**src/rtl/aib_bsr_scan_ctrl.sv**
```systemverilog
`timescale 1ns/1ps
`default_nettype none
// ============================================================================
//  Module   : aib_bsr_scan_ctrl
//  Purpose  : Boundary-scan sequencer for the AIB IO boundary-scan/redundancy
//             wrapper chain. On a start request it puts the wrapper in JTAG
//             mode and shifts op_len bits of tx_data (LSB first) through the
//             TX scan chain on a divided scan clock. It captures the returning
//             RX bits, then issues one update pulse with shift disabled.
//  Revision : 1.0  initial release
// ----------------------------------------------------------------------------
//  Ports
//    clk               in   system clock
//    rst_n             in   asynchronous active-low reset
//    start             in   request pulse, accepted only when idle
//    abort             in   terminate the operation in progress
//    op_len            in   bits to shift (1..MAX_LEN), sampled with start
//    tx_data           in   pattern, bit 0 shifted first, sampled with start
//    intest_req        in   jtag_intest value for the operation
//    busy              out  operation in progress
//    done              out  one-cycle completion pulse
//    err               out  one-cycle pulse: abort or bad op_len
//    rx_data           out  captured bits, rx_data[i] = i-th sampled bit
//    jtag_mode_in      out  wrapper JTAG mode
//    jtag_intest       out  wrapper intest select
//    jtag_tx_scanen_in out  shift enable
//    jtag_clkdr_in     out  boundary-scan clock
//    jtag_tx_scan_in   out  serial data into the chain
//    jtag_rx_scan_out  in   serial data out of the chain
// ============================================================================
module aib_bsr_scan_ctrl #(
  parameter int MAX_LEN = 64,
  parameter int DIV     = 2,
  parameter int LW      = $clog2(MAX_LEN) + 1
) (
  input  logic               clk,
  input  logic               rst_n,
  input  logic               start,
  input  logic               abort,
  input  logic [LW-1:0]      op_len,
  input  logic [MAX_LEN-1:0] tx_data,
  input  logic               intest_req,
  output logic               busy,
  output logic               done,
  output logic               err,
  output logic [MAX_LEN-1:0] rx_data,
  output logic               jtag_mode_in,
  output logic               jtag_intest,
  output logic               jtag_tx_scanen_in,
  output logic               jtag_clkdr_in,
  output logic               jtag_tx_scan_in,
  input  logic               jtag_rx_scan_out
);

  localparam int            IW          = $clog2(MAX_LEN);
  localparam int            PW          = (DIV > 1) ? $clog2(DIV) : 1;
  localparam logic [LW-1:0] C_MAX_LEN   = LW'(MAX_LEN);
  localparam logic [PW-1:0] C_PHASE_END = PW'(DIV - 1);

  typedef enum logic [2:0] {
    S_IDLE  = 3'd0,
    S_SH_LO = 3'd1,
    S_SH_HI = 3'd2,
    S_UP_LO = 3'd3,
    S_UP_HI = 3'd4,
    S_DONE  = 3'd5
  } state_t;

  state_t             r_state,  w_state_nxt;
  logic [PW-1:0]      r_phase,  w_phase_nxt;
  logic [MAX_LEN-1:0] r_txsr,   w_txsr_nxt;
  logic [LW-1:0]      r_cnt,    w_cnt_nxt;
  logic [IW-1:0]      r_idx,    w_idx_nxt;
  logic [MAX_LEN-1:0] r_rx,     w_rx_nxt;
  logic               r_intest, w_intest_nxt;

  // Output registers: every port below is a flop, loaded with the value
  // decoded from the next state so it appears in the same cycle the state
  // does, without any combinational path from inputs to the wrapper pins.
  logic r_busy,   w_busy_nxt;
  logic r_done,   w_done_nxt;
  logic r_err,    w_err_nxt;
  logic r_mode,   w_mode_nxt;
  logic r_jint,   w_jint_nxt;
  logic r_scanen, w_scanen_nxt;
  logic r_clkdr,  w_clkdr_nxt;
  logic r_scanin, w_scanin_nxt;

  logic w_phase_end;
  logic w_active;
  logic w_len_bad;

  assign w_phase_end = (r_phase == C_PHASE_END);
  assign w_active    = (r_state == S_SH_LO) || (r_state == S_SH_HI) ||
                       (r_state == S_UP_LO) || (r_state == S_UP_HI);
  assign w_len_bad   = (op_len == '0) || (op_len > C_MAX_LEN);

  // --------------------------------------------------------------------------
  // State register
  // --------------------------------------------------------------------------
  always_ff @(posedge clk or negedge rst_n) begin
    if (!rst_n) begin
      r_state <= S_IDLE;
    end else begin
      r_state <= w_state_nxt;
    end
  end

  // --------------------------------------------------------------------------
  // Next-state, datapath and next-output decode
  // --------------------------------------------------------------------------
  always_comb begin
    w_state_nxt  = r_state;
    w_phase_nxt  = r_phase;
    w_txsr_nxt   = r_txsr;
    w_cnt_nxt    = r_cnt;
    w_idx_nxt    = r_idx;
    w_rx_nxt     = r_rx;
    w_intest_nxt = r_intest;
    w_err_nxt    = 1'b0;
    w_busy_nxt   = 1'b0;
    w_done_nxt   = 1'b0;
    w_mode_nxt   = 1'b0;
    w_jint_nxt   = 1'b0;
    w_scanen_nxt = 1'b0;
    w_clkdr_nxt  = 1'b0;
    w_scanin_nxt = 1'b0;

    // Every active phase lasts DIV cycles; the counter wraps on phase change.
    if (w_active) begin
      w_phase_nxt = w_phase_end ? '0 : (r_phase + PW'(1));
    end

    case (r_state)
      S_IDLE: begin
        if (start) begin
          if (w_len_bad) begin
            w_err_nxt = 1'b1;
          end else begin
            w_state_nxt  = S_SH_LO;
            w_phase_nxt  = '0;
            w_txsr_nxt   = tx_data;
            w_cnt_nxt    = op_len;
            w_intest_nxt = intest_req;
            w_rx_nxt     = '0;
            w_idx_nxt    = '0;
          end
        end
      end
      S_SH_LO: begin
        // Leaving SH_LO is the clkdr rising edge: sample the chain output.
        if (w_phase_end) begin
          w_state_nxt         = S_SH_HI;
          w_rx_nxt[r_idx]     = jtag_rx_scan_out;
          w_idx_nxt           = r_idx + IW'(1);
        end
      end
      S_SH_HI: begin
        // Leaving SH_HI is the clkdr falling edge: present the next bit.
        if (w_phase_end) begin
          w_txsr_nxt  = {1'b0, r_txsr[MAX_LEN-1:1]};
          w_cnt_nxt   = r_cnt - LW'(1);
          w_state_nxt = (r_cnt == LW'(1)) ? S_UP_LO : S_SH_LO;
        end
      end
      S_UP_LO: begin
        if (w_phase_end) begin
          w_state_nxt = S_UP_HI;
        end
      end
      S_UP_HI: begin
        if (w_phase_end) begin
          w_state_nxt = S_DONE;
        end
      end
      S_DONE: begin
        w_state_nxt = S_IDLE;
      end
      default: begin
        w_state_nxt = S_IDLE;
      end
    endcase

    // Abort overrides any phase transition on the same edge, including a
    // pending sample, so rx_data keeps only the bits already captured.
    if (abort && w_active) begin
      w_state_nxt = S_IDLE;
      w_phase_nxt = '0;
      w_txsr_nxt  = r_txsr;
      w_cnt_nxt   = r_cnt;
      w_idx_nxt   = r_idx;
      w_rx_nxt    = r_rx;
      w_err_nxt   = 1'b1;
    end

    case (w_state_nxt)
      S_SH_LO: begin
        w_busy_nxt   = 1'b1;
        w_mode_nxt   = 1'b1;
        w_scanen_nxt = 1'b1;
        w_scanin_nxt = w_txsr_nxt[0];
      end
      S_SH_HI: begin
        w_busy_nxt   = 1'b1;
        w_mode_nxt   = 1'b1;
        w_scanen_nxt = 1'b1;
        w_clkdr_nxt  = 1'b1;
        w_scanin_nxt = w_txsr_nxt[0];
      end
      S_UP_LO: begin
        w_busy_nxt = 1'b1;
        w_mode_nxt = 1'b1;
      end
      S_UP_HI: begin
        w_busy_nxt  = 1'b1;
        w_mode_nxt  = 1'b1;
        w_clkdr_nxt = 1'b1;
      end
      S_DONE: begin
        w_done_nxt = 1'b1;
      end
      default: begin
        w_busy_nxt = 1'b0;
      end
    endcase

    w_jint_nxt = w_busy_nxt & w_intest_nxt;
  end

  // --------------------------------------------------------------------------
  // Datapath and output registers
  // --------------------------------------------------------------------------
  always_ff @(posedge clk or negedge rst_n) begin
    if (!rst_n) begin
      r_phase  <= '0;
      r_txsr   <= '0;
      r_cnt    <= '0;
      r_idx    <= '0;
      r_rx     <= '0;
      r_intest <= 1'b0;
      r_busy   <= 1'b0;
      r_done   <= 1'b0;
      r_err    <= 1'b0;
      r_mode   <= 1'b0;
      r_jint   <= 1'b0;
      r_scanen <= 1'b0;
      r_clkdr  <= 1'b0;
      r_scanin <= 1'b0;
    end else begin
      r_phase  <= w_phase_nxt;
      r_txsr   <= w_txsr_nxt;
      r_cnt    <= w_cnt_nxt;
      r_idx    <= w_idx_nxt;
      r_rx     <= w_rx_nxt;
      r_intest <= w_intest_nxt;
      r_busy   <= w_busy_nxt;
      r_done   <= w_done_nxt;
      r_err    <= w_err_nxt;
      r_mode   <= w_mode_nxt;
      r_jint   <= w_jint_nxt;
      r_scanen <= w_scanen_nxt;
      r_clkdr  <= w_clkdr_nxt;
      r_scanin <= w_scanin_nxt;
    end
  end

  assign busy              = r_busy;
  assign done              = r_done;
  assign err               = r_err;
  assign rx_data           = r_rx;
  assign jtag_mode_in      = r_mode;
  assign jtag_intest       = r_jint;
  assign jtag_tx_scanen_in = r_scanen;
  assign jtag_clkdr_in     = r_clkdr;
  assign jtag_tx_scan_in   = r_scanin;

endmodule
`default_nettype wire

```
**config.mk**
```make
export PLATFORM = sky130hd
export DESIGN_NAME = aib_bsr_scan_ctrl
export DESIGN_NICKNAME = d
export VERILOG_FILES = /design/src/rtl/aib_bsr_scan_ctrl.sv
export SDC_FILE = /design/constraint.sdc
export NUM_CORES = 1
export LEC_CHECK = 0
export ABC_CLOCK_PERIOD_IN_PS = 4700
export CAP_MARGIN = 20
export CORE_MARGIN = 2
export CORE_UTILIZATION = 56
export DETAILED_ROUTE_END_ITERATION = 6
export GPL_ROUTABILITY_DRIVEN = 0
export MAX_ROUTING_LAYER = met4
export PLACE_DENSITY = 0.89
export SETUP_SLACK_MARGIN = 0.3
export SYNTH_ARGS = -nofsm -noshare
export SYNTH_HDL_FRONTEND = slang
export SYNTH_SLANG_ARGS = --single-unit
```
**constraint.sdc**
```tcl
create_clock -name clk -period 4.7 [get_ports clk]
set_input_delay 0.94 -clock clk [delete_from_list [all_inputs] [get_ports clk]]
set_output_delay 0.94 -clock clk [all_outputs]
set_load 0.05 [all_outputs]
```
==> impl_metrics.csv, run 1 <==
group,metric,value,unit
placed_design,dpl.hpwl,13300,µm
timing,slew_viol_final,0,
synthesis,synth-async-reset-ratio,100,%
timing,hold_viol,0,
synthesis,yosysTopAreaCellShare,50.8,%
grt,grt_pass1_wl,34000,µm
power_and_ir_drop,p_int,3300,µW
layout,area_growth,28.2,%
clocking,clk_latency,430,ps
timing,timing.fmax,0.262,GHz
power_and_ir_drop,power.switching,1900,µW
timing,worstMarginPinSlew,979,ps
worst_setup_path,r2r_slack,1590,ps
power_and_ir_drop,power_density,538,mW/mm²
layout,n_antenna_cell,0,
power_and_ir_drop,vdd.ir_drop.worst,0.000343,V
grt,grt_pass1_vias,6522,
grt,overflow,0,
timing,fin_crit_sh,81.1,%
layout,fin_nets,895,
synthesis,synth_area,0.00754,mm²
synthesis,synthTopCellsByArea,"dfrtp_1 51%, a221o_1 8.1%, mux2i_1 7.2%",
run_status,status,"finished with violations",
synthesis,ys_seq_area_share,50.8,%
floorplan,io_pins,149,
synthesis,synth_top_area_cell,"dfrtp_1",
route,wl_per_cell,21.4,µm
clocking,clock-sinks,153,
clocking,cts_root_buf,"clkbuf_16",
worst_setup_path,crit_end,"rx_data[63]",
power_and_ir_drop,swShare,36.6,%
worst_setup_path,critPathMaxFanout,40,
clocking,post_cts_buffers,0,
floorplan,row_count,42,
timing,setup_viol,0,
grt,track_usage,31.0,%
timing,finalSetupTns,0,ps
worst_setup_path,rr_endpoint,"rx_data[63]",
worst_setup_path,worstPathArrival,4080,ps
clocking,cts_hold_buffers,0,
floorplan,die_h,120,µm
power_and_ir_drop,p_clk_share,29.4,%
floorplan,core,0.0132,mm²
synthesis,syn-num-nets,783,
synthesis,syn-instance-count,703,
worst_setup_path,path_class,"in2reg",
layout,area.sequential,0.00383,mm²
layout,multi_input_area,0.00333,mm²
clocking,cts_resized,0,
route,drc,1,
route,routed-via-count,6539,
synthesis,ys_types,58,
clocking,cts_buffers,17,
grt,grt_start_max_net_pins,101,
min_path,hp-class,"reg2reg",
clocking,clk_pin_slew_worst_paths,60,ps
worst_setup_path,worstSetupEndpointType,"flip-flop",
layout,layout-drive-gt1-share,9.31,%
power_and_ir_drop,power,5210,µW
route,vias_per_cell,6.52,
clocking,cts_buffer_depth,2,
timing,slew_headroom,34.5,%
route,dr.pass1.iters,7,
floorplan,die_x,120,µm
synthesis,yosysWarnings,0,
route,antenna_left,0,
power_and_ir_drop,pwr-share-seq,36.6,%
placed_design,io_buffers,148,
worst_setup_path,startpoint,"op_len[0]",
worst_setup_path,reg2reg_depth,5,
layout,n_fill_cell,864,
worst_setup_path,r2r_start,"r_state[1]",
synthesis,ys_ff_latch,153,
floorplan,start_util,57.2,%
route,routed_wl,21500,µm
clocking,tritoncts,"built",
timing,skew,9.12,ps
worst_setup_path,worstSetupStartpointType,"primary input",
power_and_ir_drop,leakage,0.00412,µW
synthesis,synth.avg_cell_area,10.7,µm²
worst_setup_path,cp.required,4960,ps
route,drt_iter0_markers,997,
run_status,violations,"design-rule violations",
timing,rsz0062_at_grt,"no",
floorplan,die-area,0.0144,mm²
clocking,h-tree-depth,4,
grt,antenna_found_initial,0,
power_and_ir_drop,comb_power_share,34.0,%
synthesis,synthFlopType,"dfrtp_1",
synthesis,synth_edf_count,0,
timing,period_needed,3810,ps
run,maxCapViolCount,0,
worst max-delay path, cell delays in order:
cell and delay [ps]:
clkdlybuf4s50_1 440, or4_4 590, nor3_1 520, o21a_2 730, buf_4 380, o311ai_0 270
o41ai_1 180
how the worst min path moves through the flow:
stage	start	to	slack, ps	cells after the start
final	r_intest	r_intest	500	1
after global routing	r_txsr[42]	r_txsr[42]	520	1
after CTS	r_cnt[5]	r_cnt[5]	500	1
after detailed placement	r_txsr[63]	r_txsr[63]	480	1
after global placement	r_intest	r_intest	480	1
after floorplan	r_cnt[5]	r_cnt[5]	460	1
power by group through the flow:
stage                     combinational (µW)  clock, µW  sequential [µW]
after detailed placement                1660          0             1930
after CTS                               1690       1540             1920
after global routing                    1910       1590             1940
after global placement                  1600          0             1910
after floorplan                         1300          0             1900
final                                   1770       1530             1910
layer usage:
| layer | global-route usage (%) | vias to the layer above | part of all wire [%] |
|---|---|---|---|
| met5 | - | - | 0 |
| met4 | 15.1 | 0 | 3.6 |
| met3 | 5.89 | 76 | 7.0 |
| met2 | 47.0 | 380 | 49 |
| met1 | 40.3 | 3215 | 40 |
| li1 | - | 2868 | - |
layout make-up:
class | count | share of cell area [%]
Tap cell | 176 | 2.28
Clock inverter | 11 | 2.01
Sequential cell | 153 | 39.6
Inverter | 5 | 0.194
Timing Repair Buffer | 162 | 16.6
Clock buffer | 20 | 4.83
Multi-Input combinational cell | 476 | 34.5
cells in the final DEF, fill, tap and decap left out, drive strengths merged, types with 5 or more instances in the layout:
master         synthesis  layout
o311ai                12      12
buf                   32      15
or3                    8       8
inv                    5       5
nor2                  18      18
nor2b                  6       6
or2                    5       5
o31ai                 10      10
bufinv                 0       5
nand2b                 7       7
a221o                 61      61
o41ai                  8       8
clkbuf                37      20
clkdlybuf4s50          0     147
nor3                  40      40
a21oi                 11      11
nand2                 82      82
nand3                 15      15
nor4                  19      19
dfrtp                153     153
and3                  63      63
mux2i                 54      54
o21ai                 13      13
synthesized netlist by cell type, types with 2 or more instances:
master       n
a211oi_1     2
a21oi_1     10
a221o_1     61
a31o_2       4
a31oi_1      2
and2_1       2
and3_1      63
buf_1        4
buf_2       12
buf_4        4
buf_6       11
clkbuf_1    37
dfrtp_1    153
ha_1         3
inv_1        5
mux2_2       3
mux2i_1     54
nand2_1     82
nand2b_1     7
nand3_1     15
nand3b_1     2
nand4_1      3
nor2_1      18
nor2b_1      6
nor3_1      40
nor4_1       9
nor4_2      10
o21ai_0     11
o2bb2ai_1    2
o311ai_0    12
o31ai_1     10
o41ai_1      8
or2_2        4
or3_1        8
or4_1        3
registers in the layout (all words and copies together), names as in the netlist:
signal	cells
r_idx	6
rx_data	64
jtag_tx_scan_in	1
r_phase	1
jtag_clkdr_in	1
jtag_tx_scanen_in	1
r_intest	1
r_txsr	64
jtag_intest	1
jtag_mode_in	1
r_cnt	7
r_state	3
done	1
err	1
cell families after synthesis:
family,synth area share (%)
AOI/OAI and AO/OA,15.9
and+or+nand+nor,19.8
buffers and inverters,5.33
xor gates and xnor gates,0.116
muxes,7.61
DFF,50.8
adders and majority gates,0.498
through the flow:
stage	util (%)	hold WS (ps)	instance area [µm²]	instances	setup WS, ps
after global routing	73.3	520	9670	1003	811
final	73.3	499	9670	1003	886
after floorplan	-	457	7540	703	1890
after CTS	73.1	497	9640	1002	1000
after global placement	68.1	476	8980	971	826
after detailed placement	68.1	483	8980	971	724
(Power assumes the default switching activity.)
==> run 2: changes to the inputs <==
Settings changed: ABC_CLOCK_PERIOD_IN_PS 4700 to 3770, CORE_UTILIZATION 56 to 52, PLACE_DENSITY 0.89 to 0.83.
Clock period 4.7 ns to 3.77 ns, I/O delays scaled along.
==> run 2 against run 1 <==
Compared with the run above:
- the run still ends with design-rule violations left
- via count fell by 2.2%
- critical path depth unchanged
- first-iteration DRC count shrank 22%
- register-to-register slack got worse by 670 ps
- core utilization decreased by 6.1 points
- final cell count rose by 1.0%
- worst hold slack worse by 100 ps
- sequential share of layout area increased by 0.077 points
- critical path type unchanged
- highest routed layer unchanged
==> impl_metrics.csv, run 2 (synthesis gave the netlist of run 1 again) <==
group,metric,value,unit
run_status,status,"finished with violations",
run_status,violations,"design-rule violations",
timing,slew_viol_final,0,
placed_design,dpl.hpwl,13000,µm
floorplan,io_pins,149,
placed_design,dpl_cell_area,0.00903,mm²
route,drt_iter0_markers,778,
grt,overflow,0,
timing,finalSetupTns,0,ps
layout,layout-drive-gt1-share,9.29,%
worst_setup_path,path_class,"in2reg",
power_and_ir_drop,power,6300,µW
floorplan,die_x,124,µm
clocking,clock-sinks,153,
layout,final_area,0.00965,mm²
power_and_ir_drop,vdd.ir_drop.worst,0.000412,V
clocking,post_cts_buffers,0,
route,vias_per_cell,6.31,
layout,final_cell_mix,"153 x dfrtp_1, 147 x clkdlybuf4s50_1, 82 x nand2_1, 63 x and3_1, 61 x a221o_1",
clocking,clk_pin_slew_worst_paths,60,ps
grt,grtUsageMet1,35.8,%
worst_setup_path,critPathMaxFanout,22,
timing,setup_viol,0,
timing,fin_crit_sh,80.7,%
timing,rsz0062_at_grt,"no",
grt,use_met3,5.46,%
floorplan,core,0.0144,mm²
power_and_ir_drop,leakage,0.00410,µW
route,wl_per_cell,20.0,µm
timing,skew,11.0,ps
placed_design,io_buffers,148,
power_and_ir_drop,power_density,653,mW/mm²
worst_setup_path,critical_path.slowest_cell,"or4_4",
worst_setup_path,cp.required,4100,ps
route,routed-via-count,6397,
grt,grt_use_met2,41.1,%
route,routed_wl,20300,µm
clocking,cts_resized,0,
grt,track_usage,26.6,%
layout,area.sequential,0.00383,mm²
clocking,tritoncts,"built",
floorplan,start_util,52.5,%
grt,grt_pass1_wl,32600,µm
timing,period_needed,3040,ps
grt,grt_start_max_net_pins,93,
route,antenna_left,0,
grt,antenna_found_initial,0,
floorplan,die_h,124,µm
worst_setup_path,worstPathArrival,3380,ps
worst_setup_path,worstSetupStartpointType,"primary input",
worst_setup_path,slowest_delay,600,ps
layout,layout_commonest_cell,"dfrtp_1",
grt,grt_pass1_vias,6339,
layout,n_fill_cell,1045,
run,maxCapViolCount,0,
timing,worstMarginPinSlew,853,ps
clocking,clk_latency,430,ps
layout,multi_input_area,0.00333,mm²
timing,holdWs,394,ps
layout,fin_nets,896,
worst_setup_path,path_cells,"clkdlybuf4s50_1, or4_4, o2111a_1, nor2_4, nand2_1, buf_4, mux2i_1",
clocking,h-tree-depth,4,
timing,slew_headroom,43.1,%
route,drc,6,
clocking,cts_buffers,17,
clocking,cts_buffer_depth,2,
layout,area_growth,27.9,%
min_path,hp-class,"in2async",
timing,timing.fmax,0.329,GHz
worst_setup_path,worstSetupEndpointType,"flip-flop",
floorplan,row_count,44,
route,dr.pass1.iters,7,
floorplan,die-area,0.0155,mm²
timing,hold_viol,0,
clocking,cts_hold_buffers,0,
grt,busiest_layer,"met2",
layout,n_antenna_cell,0,
clocking,cts_root_buf,"clkbuf_16",
## run 2: final cells by class
type | count | area share (%)
sequential | 153 | 39.7
clock buffer | 20 | 4.63
multi-input combinational | 476 | 34.5
tap | 184 | 2.39
inverter | 5 | 0.195
clock inverter | 12 | 1.45
timing repair buffer | 163 | 17.1
## run 2: final timing paths
path | from | endpoint | slack [ps] | depth (start not counted)
min in group clk | r_txsr[63] | r_txsr[63] | 490 | 1
worst max-delay path | op_len[0] | rx_data[49] | 730 | 7
worst min-delay path | rst_n | rx_data[18] | 390 | 1
worst min register to register | r_txsr[63] | r_txsr[63] | 490 | 1
worst max register to register | r_state[1] | rx_data[49] | 920 | 6
max in group asynchronous | rst_n | r_txsr[0] | 2450 | 2
## run 2: stage by stage
step	worst slack, ps	utilization (%)	cells
final	728	67.1	1013
after global routing	626	67.1	1013
after CTS	747	67.0	1012
after detailed placement	357	62.9	980
after global placement	443	62.9	980
after floorplan	1150	-	703
## run 2: power breakdown
| group | switching [µW] | internal [µW] |
|---|---|---|
| Clock | 704 | 999 |
| Combinational | 1360 | 864 |
| Sequential | 311 | 2060 |
## run 2: worst max-delay path, delay by kind of cell
| family | cells | cell delay, ps |
|---|---|---|
| buffers and inverters | 2 | 810 |
| AND/OR/NAND/NOR | 3 | 1300 |
| AO/OA/AOI/OAI | 1 | 300 |
| multiplexers | 1 | 200 |
## run 2: layer usage
layer	part of all wire, %	routed length [µm]	vias to the layer above
li1	-	-	2877
met5	0	0	-
met2	48	9830	261
met3	5.8	1170	44
met4	2.0	396	0
met1	44	8900	3215
